**src/rtl/mult_sched_pkg.sv**
```systemverilog
// Shared types and helpers for the multiplier round-robin scheduler.
// Holds the tag pipe entry type and the ID width helper.
package mult_sched_pkg;

  // Upper bound on ID width carried by a tag entry (up to 256 requesters).
  localparam int TAG_ID_W = 8;

  function automatic int id_w(input int n);
    return (n > 1) ? $clog2(n) : 1;
  endfunction

  typedef struct packed {
    logic                vld;
    logic [TAG_ID_W-1:0] id;
  } mult_tag_t;

endpackage

```
**src/rtl/rr_arbiter.sv**
```systemverilog
// Round-robin arbiter: grants the first requester after the pointer.
// Pointer moves to the granted index only when advance is high.
module rr_arbiter
  import mult_sched_pkg::*;
#(
  parameter int NUM_REQ = 4,
  parameter int ID_W    = id_w(NUM_REQ)
) (
  input  logic               clk,
  input  logic               rst_n,
  input  logic [NUM_REQ-1:0] req,
  input  logic               advance,
  output logic [NUM_REQ-1:0] gnt,
  output logic [ID_W-1:0]    idx
);

  logic [ID_W-1:0] ptr_q;
  logic [ID_W-1:0] ptr_d;
  logic            found;

  // Search above the pointer first, then wrap to the low indices.
  always_comb begin
    gnt   = '0;
    idx   = '0;
    found = 1'b0;
    for (int i = 0; i < NUM_REQ; i++) begin
      if (!found && (i > int'(ptr_q)) && req[i]) begin
        found  = 1'b1;
        gnt[i] = 1'b1;
        idx    = ID_W'(i);
      end
    end
    for (int i = 0; i < NUM_REQ; i++) begin
      if (!found && (i <= int'(ptr_q)) && req[i]) begin
        found  = 1'b1;
        gnt[i] = 1'b1;
        idx    = ID_W'(i);
      end
    end
  end

  // Pointer follows the last accepted grant.
  always_comb begin
    ptr_d = advance ? idx : ptr_q;
  end

  // Reset pointer to the last index so requester 0 goes first.
  always_ff @(posedge clk or negedge rst_n) begin
    if (!rst_n) begin
      ptr_q <= ID_W'(NUM_REQ - 1);
    end else begin
      ptr_q <= ptr_d;
    end
  end

endmodule

```
**src/rtl/multiplier_rr_scheduler.sv**
```systemverilog
// Shares one fixed-latency multiplier among NUM_REQ requesters.
// A tag pipe tracks each issued pair and routes its product home.
module multiplier_rr_scheduler
  import mult_sched_pkg::*;
#(
  parameter int NUM_REQ      = 4,
  parameter int DATA_WIDTH   = 32,
  parameter int MULT_LATENCY = 3
) (
  input  logic                                clk,
  input  logic                                reset,
  input  logic                                enable,
  input  logic [NUM_REQ-1:0]                  req_valid,
  output logic [NUM_REQ-1:0]                  req_ready,
  input  logic [NUM_REQ-1:0][DATA_WIDTH-1:0]  req_a,
  input  logic [NUM_REQ-1:0][DATA_WIDTH-1:0]  req_b,
  output logic [NUM_REQ-1:0]                  rsp_valid,
  output logic [2*DATA_WIDTH-1:0]             rsp_data,
  output logic [DATA_WIDTH-1:0]               mul_in1,
  output logic [DATA_WIDTH-1:0]               mul_in2,
  output logic                                mul_in_valid,
  input  logic [2*DATA_WIDTH-1:0]             mul_out,
  input  logic                                mul_out_valid,
  output logic                                busy,
  output logic                                proto_err
);

  localparam int ID_W  = id_w(NUM_REQ);
  localparam int DEPTH = MULT_LATENCY + 1;

  logic [NUM_REQ-1:0]    arb_req;
  logic [NUM_REQ-1:0]    gnt;
  logic [ID_W-1:0]       gnt_idx;
  logic                  hs;
  logic [DATA_WIDTH-1:0] sel_a;
  logic [DATA_WIDTH-1:0] sel_b;

  logic [DATA_WIDTH-1:0]   mul_in1_q, mul_in1_d;
  logic [DATA_WIDTH-1:0]   mul_in2_q, mul_in2_d;
  logic                    mul_in_valid_q, mul_in_valid_d;
  mult_tag_t [DEPTH-1:0]   tag_q, tag_d;
  mult_tag_t               tail;
  logic [NUM_REQ-1:0]      rsp_valid_q, rsp_valid_d;
  logic [2*DATA_WIDTH-1:0] rsp_data_q, rsp_data_d;
  logic                    proto_err_q, proto_err_d;
  logic                    any_vld;

  assign arb_req = req_valid & {NUM_REQ{enable}};

  rr_arbiter #(
    .NUM_REQ (NUM_REQ),
    .ID_W    (ID_W)
  ) u_arb (
    .clk     (clk),
    .rst_n   (reset),
    .req     (arb_req),
    .advance (hs),
    .gnt     (gnt),
    .idx     (gnt_idx)
  );

  assign req_ready = gnt;
  assign hs        = |(req_valid & gnt);
  assign tail      = tag_q[DEPTH-1];

  // Pick the granted requester's operands.
  always_comb begin
    sel_a = '0;
    sel_b = '0;
    for (int i = 0; i < NUM_REQ; i++) begin
      if (gnt[i]) begin
        sel_a = req_a[i];
        sel_b = req_b[i];
      end
    end
  end

  // Register operands on handshake; hold them otherwise.
  always_comb begin
    mul_in_valid_d = hs;
    mul_in1_d      = hs ? sel_a : mul_in1_q;
    mul_in2_d      = hs ? sel_b : mul_in2_q;
  end

  // Tag pipe shifts every cycle; head aligns with mul_in_valid.
  always_comb begin
    tag_d        = '0;
    tag_d[0].vld = hs;
    tag_d[0].id  = TAG_ID_W'(gnt_idx);
    for (int k = 1; k < DEPTH; k++) begin
      tag_d[k] = tag_q[k-1];
    end
  end

  // Route matched products home; flag valid/tag disagreement.
  always_comb begin
    rsp_valid_d = '0;
    rsp_data_d  = rsp_data_q;
    if (tail.vld && mul_out_valid) begin
      rsp_data_d = mul_out;
      for (int i = 0; i < NUM_REQ; i++) begin
        if (tail.id == TAG_ID_W'(i)) begin
          rsp_valid_d[i] = 1'b1;
        end
      end
    end
    proto_err_d = proto_err_q | (mul_out_valid != tail.vld);
  end

  // Any tag still travelling keeps the block busy.
  always_comb begin
    any_vld = 1'b0;
    for (int k = 0; k < DEPTH; k++) begin
      any_vld = any_vld | tag_q[k].vld;
    end
  end

  // State registers; reset discards everything in flight.
  always_ff @(posedge clk or negedge reset) begin
    if (!reset) begin
      mul_in1_q      <= '0;
      mul_in2_q      <= '0;
      mul_in_valid_q <= 1'b0;
      tag_q          <= '0;
      rsp_valid_q    <= '0;
      rsp_data_q     <= '0;
      proto_err_q    <= 1'b0;
    end else begin
      mul_in1_q      <= mul_in1_d;
      mul_in2_q      <= mul_in2_d;
      mul_in_valid_q <= mul_in_valid_d;
      tag_q          <= tag_d;
      rsp_valid_q    <= rsp_valid_d;
      rsp_data_q     <= rsp_data_d;
      proto_err_q    <= proto_err_d;
    end
  end

  assign mul_in1      = mul_in1_q;
  assign mul_in2      = mul_in2_q;
  assign mul_in_valid = mul_in_valid_q;
  assign rsp_valid    = rsp_valid_q;
  assign rsp_data     = rsp_data_q;
  assign proto_err    = proto_err_q;
  assign busy         = mul_in_valid_q | any_vld | (|rsp_valid_q);

endmodule

```
**config.mk**
```make
export PLATFORM = sky130hd
export DESIGN_NAME = multiplier_rr_scheduler
export DESIGN_NICKNAME = d
export VERILOG_FILES = /design/src/rtl/mult_sched_pkg.sv /design/src/rtl/rr_arbiter.sv /design/src/rtl/multiplier_rr_scheduler.sv
export SDC_FILE = /design/constraint.sdc
export NUM_CORES = 1
export LEC_CHECK = 0
export CAP_MARGIN = 30
export CORE_AREA = 2 2 182 184
export CTS_CLUSTER_SIZE = 25
export DETAILED_ROUTE_END_ITERATION = 10
export DIE_AREA = 0 0 184 186
export SYNTH_ARGS = -nofsm -noshare
export SYNTH_HDL_FRONTEND = slang
export SYNTH_SLANG_ARGS = --single-unit
```
**constraint.sdc**
```tcl
create_clock -name clk -period 2.7 [get_ports clk]
set_input_delay 0.54 -clock clk [delete_from_list [all_inputs] [get_ports clk]]
set_output_delay 0.54 -clock clk [all_outputs]
set_load 0.02 [all_outputs]
```
-- Yosys cells after proc, flatten, opt, wreduce, memory -nomap -nowiden
Cells that the tools add are included.
- add/sub/neg operators: 0
- order comparisons: 6
- shift operators: 0
- multipliers: 0
- eq/ne operators: 4
- divide/modulo/power cells: 0
- reductions and logical operators: 22
- bitwise operators: 8
- muxes and demuxes: 32
- operators with widths (cell ; number):
    $mux 32 ; 8
    $mux 1 ; 17
    $logic_and 1x1->1 ; 13
    $mux 2 ; 6
    $and 4x4->4 ; 2
    $logic_not 8->1 ; 1
    $reduce_or 4->1 ; 2
    $logic_not 1->1 ; 6
    $or 1x1->1 ; 6
    $eq 2x2->1 const B ; 2
    $gt 2x2->1 const A ; 2
    $le 2x2->1 const A ; 2
    $mux 4 ; 1
    $eq 2x1->1 const B ; 1
    $gt 1x2->1 const A ; 1
    $le 1x2->1 const A ; 1
    $ne 1x1->1 ; 1
- ROM bits: 0
- memories kept: 0
- latch bits: 0
- register bits: 147
- memory bits (writable): 0

-- Logic depth before layout (Yosys ltp)
Gate-level depths: netlist of run 1.
- word-level depth: 28
- gate-level depth with buffers: 8

-- Modules after synthesis
A second synthesis of run 1 with hierarchy kept.
- cell total of the unflattened synthesis: 595
- area, all modules: 6960.4 µm²
- modules (own cells, without submodules) (module ; times used ; cells an instance ; area each (µm²)):
    multiplier_rr_scheduler ; 1 ; 551 ; 6600.1
    rr_arbiter ; 1 ; 44 ; 360.3

-- Worst setup path before layout of run 1
No wires, ideal clock.
- path type: register to output
- start point: register u_arb.ptr_q[1]
- end point: output port req_ready[3]
- setup slack: 0.425 ns
- arrival time: 1.735 ns
- path buffers: 2
- cell stages (with the launch flop): 6
- cells stage by stage: dfstp_2 > buf_2 > nor4bb_1 > and3_1 > o2bb2ai_1 > clkbuf_1
- word-level cells in the longest chain between the ends: 26
- elaborated cells between the ends (all ways): 32
- RTL lines (item ; RTL line ; source):
    start, declared ; rr_arbiter.sv:17 ; logic [ID_W-1:0] ptr_q;
    start signal, assigned ; rr_arbiter.sv:50 ; ptr_q <= ID_W'(NUM_REQ - 1);
    start signal, assigned ; rr_arbiter.sv:52 ; ptr_q <= ptr_d;
    $gt 1x2->1 ; rr_arbiter.sv:27 ; if (!found && (i > int'(ptr_q)) && req[i]) begin
    $logic_and 1x1->1 ; rr_arbiter.sv:27 ;
    $mux 1 ; rr_arbiter.sv:27 ;
    $logic_not 1->1 ; rr_arbiter.sv:27 ;
    $logic_and 1x1->1 (2 in series) ; rr_arbiter.sv:27 ;
    $mux 1 ; rr_arbiter.sv:27 ;
    $logic_not 1->1 ; rr_arbiter.sv:27 ;
    $logic_and 1x1->1 (2 in series) ; rr_arbiter.sv:27 ;
    [5 not listed] ; - ;
    $logic_and 1x1->1 (2 in series) ; rr_arbiter.sv:34 ; if (!found && (i <= int'(ptr_q)) && req[i]) begin
    $mux 1 ; rr_arbiter.sv:34 ;
    $logic_not 1->1 ; rr_arbiter.sv:34 ;
    $logic_and 1x1->1 (2 in series) ; rr_arbiter.sv:34 ;
    $mux 1 ; rr_arbiter.sv:34 ;
    $logic_not 1->1 ; rr_arbiter.sv:34 ;
    $logic_and 1x1->1 (2 in series) ; rr_arbiter.sv:34 ;
    $mux 1 * ; rr_arbiter.sv:34 ;
    end, declared ; multiplier_rr_scheduler.sv:14 ; output logic [NUM_REQ-1:0] req_ready,
Every way passes the cells marked *; elsewhere a longest branch is shown, timed or not.

-- Final worst setup path of run 1
- start point: input port req_valid[3]
- end point: output port req_ready[1]
- word-level cells in the longest chain between the ends: 10
- RTL lines (item ; RTL line ; source):
    start, declared ; multiplier_rr_scheduler.sv:13 ; input logic [NUM_REQ-1:0] req_valid,
    $and 4x4->4 * ; multiplier_rr_scheduler.sv:48 ; assign arb_req = req_valid & {NUM_REQ{enable}};
    $logic_and 1x1->1 * ; rr_arbiter.sv:27 ;
    $mux 1 * ; rr_arbiter.sv:27 ;
    $logic_not 1->1 ; rr_arbiter.sv:34 ;
    $logic_and 1x1->1 ; rr_arbiter.sv:34 ;
    $mux 1 * ; rr_arbiter.sv:34 ;
    $logic_not 1->1 * ; rr_arbiter.sv:34 ;
    $logic_and 1x1->1 * (2 in series) ; rr_arbiter.sv:34 ;
    $mux 1 * ; rr_arbiter.sv:34 ;
Marked as above.

==> impl_results.md, run 1 <==
- Fraction of layout instances using a drive strength above 1: 19.55%
- Clock Latency Late Sink: approximately 0.42 ns
- Final setup violation count: 0
- Status: finished clean
- Die height: approximately 190 µm
- Signed area change from the synthesized netlist to the final layout: 80.70%
- Internal power: approximately 8.6 mW
- Power per cell area: 1021 nW/µm²
- Critical path capture point type: primary output
- Worst Path Class, Setup: input pin to primary output
- Post-route antenna net violation count: 0
- Total power consumption of the routed design: 13.49 mW
- Level count of the clock H-tree: 4
- Final worst clock skew: 0.01118 ns
- Number of detailed-route iterations in the first pass: 4
- Smallest hold slack: about 0.017 ns
- Synthesized netlist cell count: 565
- Global routing usage summed across all routing layers: between 10% and 20%
- Post-synthesis sequential element count: ~150
- Cells taking the most area after synthesis: sky130_fd_sc_hd__dfrtp_1 50%, sky130_fd_sc_hd__mux2_2 14%, sky130_fd_sc_hd__a221o_1 8.8%
- Post-route DRC: 0
- Predominant post-synthesis flop cell: sky130_fd_sc_hd__dfrtp_1
- Type of the worst min-delay path: input pin to asynchronous set/reset pin
- Static Leakage: about 5.3 nW
- Number of distinct standard cells referenced by the synthesized netlist: 33
- Crit path largest cell delay: ~0.54 ns
- Number of ports placed on the die boundary: between 400 and 500
- Starting Density: 22.70%
- Transition time at the pin with the least slew margin: between 0.5 and 0.6 ns
- Antenna violations before repair: 1
- Per-cell routed wire length: roughly 20 µm
- Clock tree from TritonCTS: built
- Net switching component of the power: a little under 5 mW
- Core region area: roughly 32000 µm²
- Cell family with the largest share of critical-path delay: buffers and inverters
- Total of hold buffers inserted after clock tree synthesis: 0
- Area share of the largest cell type after synthesis: between 40% and 50%
- Launching point of the worst reg2reg path: u_arb.ptr_q[1]
- Critical-path cell with the highest stage delay: sky130_fd_sc_hd__clkdlybuf4s50_1
- Vias after detailed routing: just under 7000
- Start point of the critical path: req_valid[3]
- Cell at the root of the clock tree: sky130_fd_sc_hd__clkbuf_16
- Peak supply drop: approximately 0.5 mV
- Part of the power in registers: 28.6%
- Combinational group share of total power: between 50% and 60%
- Count of port buffers added during placement: 466
- Routed wire length: 28920 µm
- Remaining global-route overflow: 0
- Maximum number of pins on one net before global-route repair: between 60 and 70
- Portion of total power attributed to the clock network: 18.7%
- Area leader, netlist: sky130_fd_sc_hd__dfrtp_1
- Post-route clock period utilization: around 97%
- Buffer levels on the longest clock path: 2
- Maximum fanout along the worst path: 6
- Estimated wirelength of the detail-placed design: around 22000 µm
- Type of element launching the critical path: input pin
- Total CTS buffers: 17
- Critical Path, Cell by Cell: clkdlybuf4s50_1 > nor2b_1 > o22ai_1 > o2111a_2 > dlygate4sd2_1
- Number of enable-type register cells in the synthesized netlist: 0
- Max Clock Freq: approximately 380 MHz
- Initial DRC count: around 250
- Last weighted congestion value of the routability-driven placer: roughly 0.8
- Overall die area: around 34000 µm²
- Global-route wire length before repair: between 40000 and 50000 µm
- Max-cap violations: 0
- FFs w/ async S/R, synth: 100.0%
- Post-Synthesis Net Count: about 890
- Vias per cell: roughly 4.7
- Portion of the post-synthesis area used by sequential elements: between 50% and 60%
- Hold Violations, Final: 0
- Netlist area before placement: 7312 µm²
- Clock edge transition at the registers on the reported setup and hold paths: ~0.070 ns
- Required arrival time at the worst endpoint: approximately 2.2 ns
- Clock sink total: about 150
- Count of nets after finishing: around 1400
- Post-Syn Area per Cell: 12.94 µm²
- Vias in the first global route: ~6900
- Switching share of power: 36.31%
- Max-Slew Margin vs Limit: 62.37%
- Die X: between 150 and 200 µm
- Buffers plus inverters on the worst setup path: 2
- Shortest clock period the worst path allows after layout: 2.609 ns
- Arrival time reported for the critical path endpoint: 2.07 ns
- Yosys Warn Count: 0
- Standard-cell rows: 66
- Number of max-slew violations in the final report: 0
power by group through the flow:
stage / Sequential, mW / Combinational [mW] / Clock [mW]
finish: 3.85 / 7.11 / 2.52
detailed placement: 3.89 / 7.21 / 0
floorplan: 5.03 / 2.57 / 0
global placement: 3.86 / 7.17 / 0
global route: 4.00 / 7.51 / 2.72
CTS: 3.87 / 7.21 / 2.62
path summary, 6_finish.rpt:
kind | to | slack, ns | cells past startpoint
max | req_ready[1] | 0.09 | 5
min | rsp_data[7] | 0.02 | 1
max reg2reg | mul_in1[7] | 0.35 | 6
min reg2reg | tag_d[18] | 0.35 | 0
max in group asynchronous | u_arb.ptr_q[1] | 1.95 | 2
min in group clk | tag_d[18] | 0.35 | 0
through the flow:
stage	std cells	utilization [%]	worst slack, ns	TNS [ns]	area (µm²)
floorplan	565	-	0.4249	0	7312
global placement	1410	39.11	-0.1865	-8.815	12590
detailed placement	1410	39.11	-0.2167	-10.94	12590
CTS	1441	41.00	0.04898	0	13200
global route	1442	41.03	-0.02076	-0.02076	13210
finish	1442	41.03	0.09147	0	13210
cell families (layout without fill, tap and decap cells):
group / Yosys count / count (layout) / share of synthesized area, %
DFF: 147 / 147 / 50.34
adders and majority gates: 1 / 1 / 0.1711
buffers and inverters: 60 / 528 / 3.679
and+or+nand+nor: 89 / 89 / 6.348
AOI/OAI and AO/OA: 140 / 140 / 17.69
muxes: 128 / 128 / 21.77
other: 0 / 1 / 0
final cells by class:
cell class	count	area [µm²]
inverter	2	7.507
multi-input combinational	358	3406
clock inverter	14	188.9
antenna	1	2.502
fill	3123	18990
timing repair buffer	495	4991
sequential	147	3681
clock buffer	17	425.4
tap	408	510.5
placed cells by master, fill, tap and decap left out, types with 3 or more instances in the layout:
cell                              Yosys  routed
sky130_fd_sc_hd__o2bb2ai_1           65      64
sky130_fd_sc_hd__a221o_1             64      64
sky130_fd_sc_hd__mux2_4              40      40
sky130_fd_sc_hd__nor2_1               4       4
sky130_fd_sc_hd__clkbuf_16            0      17
sky130_fd_sc_hd__bufinv_16            0       3
sky130_fd_sc_hd__clkdlybuf4s50_1      0     461
sky130_fd_sc_hd__nand2_1              5       5
sky130_fd_sc_hd__buf_12               0       9
sky130_fd_sc_hd__buf_4                0      20
sky130_fd_sc_hd__inv_6                0       6
sky130_fd_sc_hd__mux2_2              88      88
sky130_fd_sc_hd__dlygate4sd2_1        0       4
sky130_fd_sc_hd__nand3_1             66      66
sky130_fd_sc_hd__dfrtp_1            145     145
synthesized netlist by cell type, drive strengths merged, types with 2 or more instances:
cell	count
and3	2
buf	16
or2	2
clkbuf	42
nand3	66
nor2b	2
nand2	5
dfstp	2
o2bb2ai	65
o2111a	2
nor4	2
o21bai	2
mux2	128
nor2	4
a221o	64
dfrtp	145
inv	2
a21oi	2
what timing repair did:
item / 4_1_cts / 5_1_grt
pin swaps: 0 / 0
endpoints found under the setup margin: 4 / 1
gates resized for setup: 4 / 1
setup buffers: 0 / 0
gates cloned: 0 / 0
state kept, by name (all words and copies together), names as in the netlist:
register / count
mul_in2: 32
proto_err: 1
tag_q: 3
rsp_data: 64
u_arb.ptr_q: 2
rsp_valid: 4
tag_d: 9
mul_in1: 32
per-layer routing:
metal / vias up / wire length, µm / share of wire, % / track usage [%]
met5: - / 0 / 0 / 0
li1: 3138 / - / - / -
met4: 0 / 454 / 1.6 / 4.672
met3: 26 / 2486 / 8.6 / 5.439
met1: 3278 / 11920 / 41 / 18.94
met2: 332 / 14050 / 49 / 27.70
(Power assumes the default switching activity.)
==> inputs of run 2 (changes only) <==
clock period = 2.6 ns   (was 2.7 ns; I/O delays follow)
==> run 2 against run 1 <==
- sequential power increased by 4%
- setup slack worse by 0.026 ns
- power rose by 3.7%
- clock skew rose by 0.00063 ns
- cell count up 0.62%
- final area is 0.58% higher
- critical path type unchanged
- critical endpoint is now req_ready[0]
- largest cell class unchanged
==> impl_results.md, run 2 (same netlist as run 1, synthesis figures left out) <==
- Portion of total power attributed to the clock network: 18.4% (-0.3 points)
- Die height: 186 µm (unchanged)
- Clock sink total: 147 (unchanged)
- Critical path capture point type: primary output
- Last weighted congestion value of the routability-driven placer: 0.8359 (+4.7%)
- Most frequent cells in the layout: 461 x sky130_fd_sc_hd__clkdlybuf4s50_1, 145 x sky130_fd_sc_hd__dfrtp_1, 88 x sky130_fd_sc_hd__mux2_2, 66 x sky130_fd_sc_hd__nand3_1
- Smallest hold slack: 0.1176 ns (+0.1010 ns)
- Final setup violation count: 0 (unchanged)
- Buffer levels on the longest clock path: 2 (unchanged)
- Total CTS buffers: 17 (unchanged)
- Post-route DRC: 0 (unchanged)
- Hold Violations, Final: 0 (unchanged)
- Starting Density: 22.70% (unchanged)
- Instance area at placement: 12670 µm² (+0.62%)
- Remaining global-route overflow: 0 (unchanged)
- Post-route antenna net violation count: 0 (unchanged)
- Final worst clock skew: 0.01181 ns (+0.0006300 ns)
- Clock Latency Late Sink: 0.42 ns (about the same)
- Global-route wire length before repair: 42060 µm (+1.7%)
- Vias after detailed routing: 6826 (+0.77%)
- Net switching component of the power: 5.110 mW (+4.3%)
- Static Leakage: 5.303 nW (+0.60%)
- Post-route setup slack: 0.06576 ns (-0.02571 ns)
- Fraction of layout instances using a drive strength above 1: 20.27% (+0.71 points)
- Standard-cell rows: 66 (unchanged)
- Overall die area: 34220 µm² (unchanged)
- Number of detailed-route iterations in the first pass: 4 (unchanged)
- Metal1 wirelength: 11700 µm (-1.9%)
- Worst Path Class, Setup: input pin to primary output
- Combinational group share of total power: 53.0% (+0.3 points)
- Worst slack at placement: -0.2891 ns (-0.07248 ns)
- Internal power: 8.881 mW (+3.4%)
- Placed cells: 1417 (+0.50%)
- Max-cap violations: 0 (unchanged)
- Maximum fanout along the worst path: 4 (-2)
- Largest register FFs: 64 (unchanged)
- Routed wire length: 29110 µm (+0.64%)
- Cell at the root of the clock tree: sky130_fd_sc_hd__clkbuf_16
- Per-cell routed wire length: 20.06 µm (about the same)
- Level count of the clock H-tree: 4 (unchanged)
- Fin cells: 1451 (+0.62%)
- Required arrival time at the worst endpoint: 2.08 ns (-0.08 ns)
- Antenna violations before repair: 2 (+1)
- Count of nets after finishing: 1357 (+0.52%)
- Transition time at the pin with the least slew margin: 0.6918 ns (+0.1274 ns)
- Routed wl met3: 2635 µm (+6.0%)
- Arrival time reported for the critical path endpoint: 2.01 ns (-0.06 ns)
- Clock edge transition at the registers on the reported setup and hold paths: 0.07 ns (about the same)
- Initial DRC count: 267 (+7.7%)
- Number of ports placed on the die boundary: 467 (unchanged)
- Sequential standard cell area: 3681 µm² (unchanged)
- Fill cell total of the finished layout: 3044 (-2.5%)
- Estimated wirelength of the detail-placed design: 22330 µm (+0.94%)
- Type of the worst min-delay path: input pin to asynchronous set/reset pin
- Total length of routed met2 wires: 14300 µm (+1.7%)
- Shortest clock period the worst path allows after layout: 2.534 ns
- Max Clock Freq: 394.6 MHz
- Top layer used by detailed routing: met4
- Clock tree from TritonCTS: built
- Post-route clock period utilization: a little over nine tenths
- Peak supply drop: 0.5048 mV (about the same)
- Type of element launching the critical path: input pin
- Status: finished clean
- Part of the power in registers: 28.6% (about the same)
- Global routing usage summed across all routing layers: 16.36% (+0.30 points)
- Count of port buffers added during placement: 466 (unchanged)
- Max-Slew Margin vs Limit: 53.88% (-8.5 points)
- Total power consumption of the routed design: 13.99 mW (+3.7%)
- Cell area after layout: 13290 µm² (+0.58%)
- Maximum number of pins on one net before global-route repair: 71 (+9.2%)
- Signed area change from the synthesized netlist to the final layout: 81.74%
- Power per cell area: 1053 nW/µm² (+3.1%)
- Die X: 184 µm (unchanged)
- Vias in the first global route: 6918 (+0.46%)
- Multi-input combinational cell area: 3406 µm² (unchanged)
- Switching share of power: 36.52% (+0.22 points)
- Number of max-slew violations in the final report: 0 (unchanged)
- Core region area: 32210 µm² (unchanged)
- Vias per cell: 4.704 (+0.14%)
- Most common library cell in the layout ignoring fill and taps: sky130_fd_sc_hd__clkdlybuf4s50_1
run 2: layout make-up:
type	instances	share of cell area [%]
inverters	2	0.05649
diodes	2	0.03766
well taps	408	3.841
flip-flops and latches	147	27.70
repair buffers	502	38.18
multi-input cells	358	25.63
clock buffers	18	3.305
clock inverters	14	1.252
run 2: metal layers:
metal	vias up	GRT usage, %
li1	3158	-
met2	336	27.85
met3	23	5.322
met1	3309	19.26
met4	0	5.952
met5	-	0
run 2: what timing repair did:
action	4_1_cts	5_1_grt
resized for setup	6	3
setup buffers	0	0
endpoints found under the setup margin	4	2
hold buffers	0	0
run 2: final timing paths:
kind	startpoint	to	slack, ns	cells past startpoint
worst max-delay path	req_valid[1]	req_ready[0]	0.07	6
worst min-delay path	reset	rsp_data[7]	0.12	1
worst max register to register	u_arb.ptr_q[1]	mul_in1[31]	0.23	6
worst min register to register	tag_d[27]	tag_q[27]	0.35	0
max in group asynchronous	reset	u_arb.ptr_q[0]	1.75	2
min in group clk	tag_d[27]	tag_q[27]	0.35	0
run 2: metrics by stage:
step	util (%)	TNS (ns)
2_1_floorplan	-	0
3_3_place_gp	39.35	-13.91
3_5_place_dp	39.35	-17.01
4_1_cts	41.22	0
5_1_grt	41.26	-0.01987
6_report	41.26	0
run 2: worst max-delay path, stage by stage:
cell and delay (ns):
sky130_fd_sc_hd__clkdlybuf4s50_1 0.45, sky130_fd_sc_hd__buf_4 0.17, sky130_fd_sc_hd__nor2b_1 0.12, sky130_fd_sc_hd__o21a_2 0.22, sky130_fd_sc_hd__nor2_1 0.20, sky130_fd_sc_hd__clkdlybuf4s15_1 0.34
run 2: power groups by stage:
stage               combinational (mW)  sequential (mW)  clock (mW)
floorplan                         2.66             5.22           0
finish                            7.41             4.01        2.57
global route                      7.83             4.15        2.77
detailed placement                7.50             4.05           0
CTS                               7.51             4.04        2.67
global placement                  7.46             4.01           0
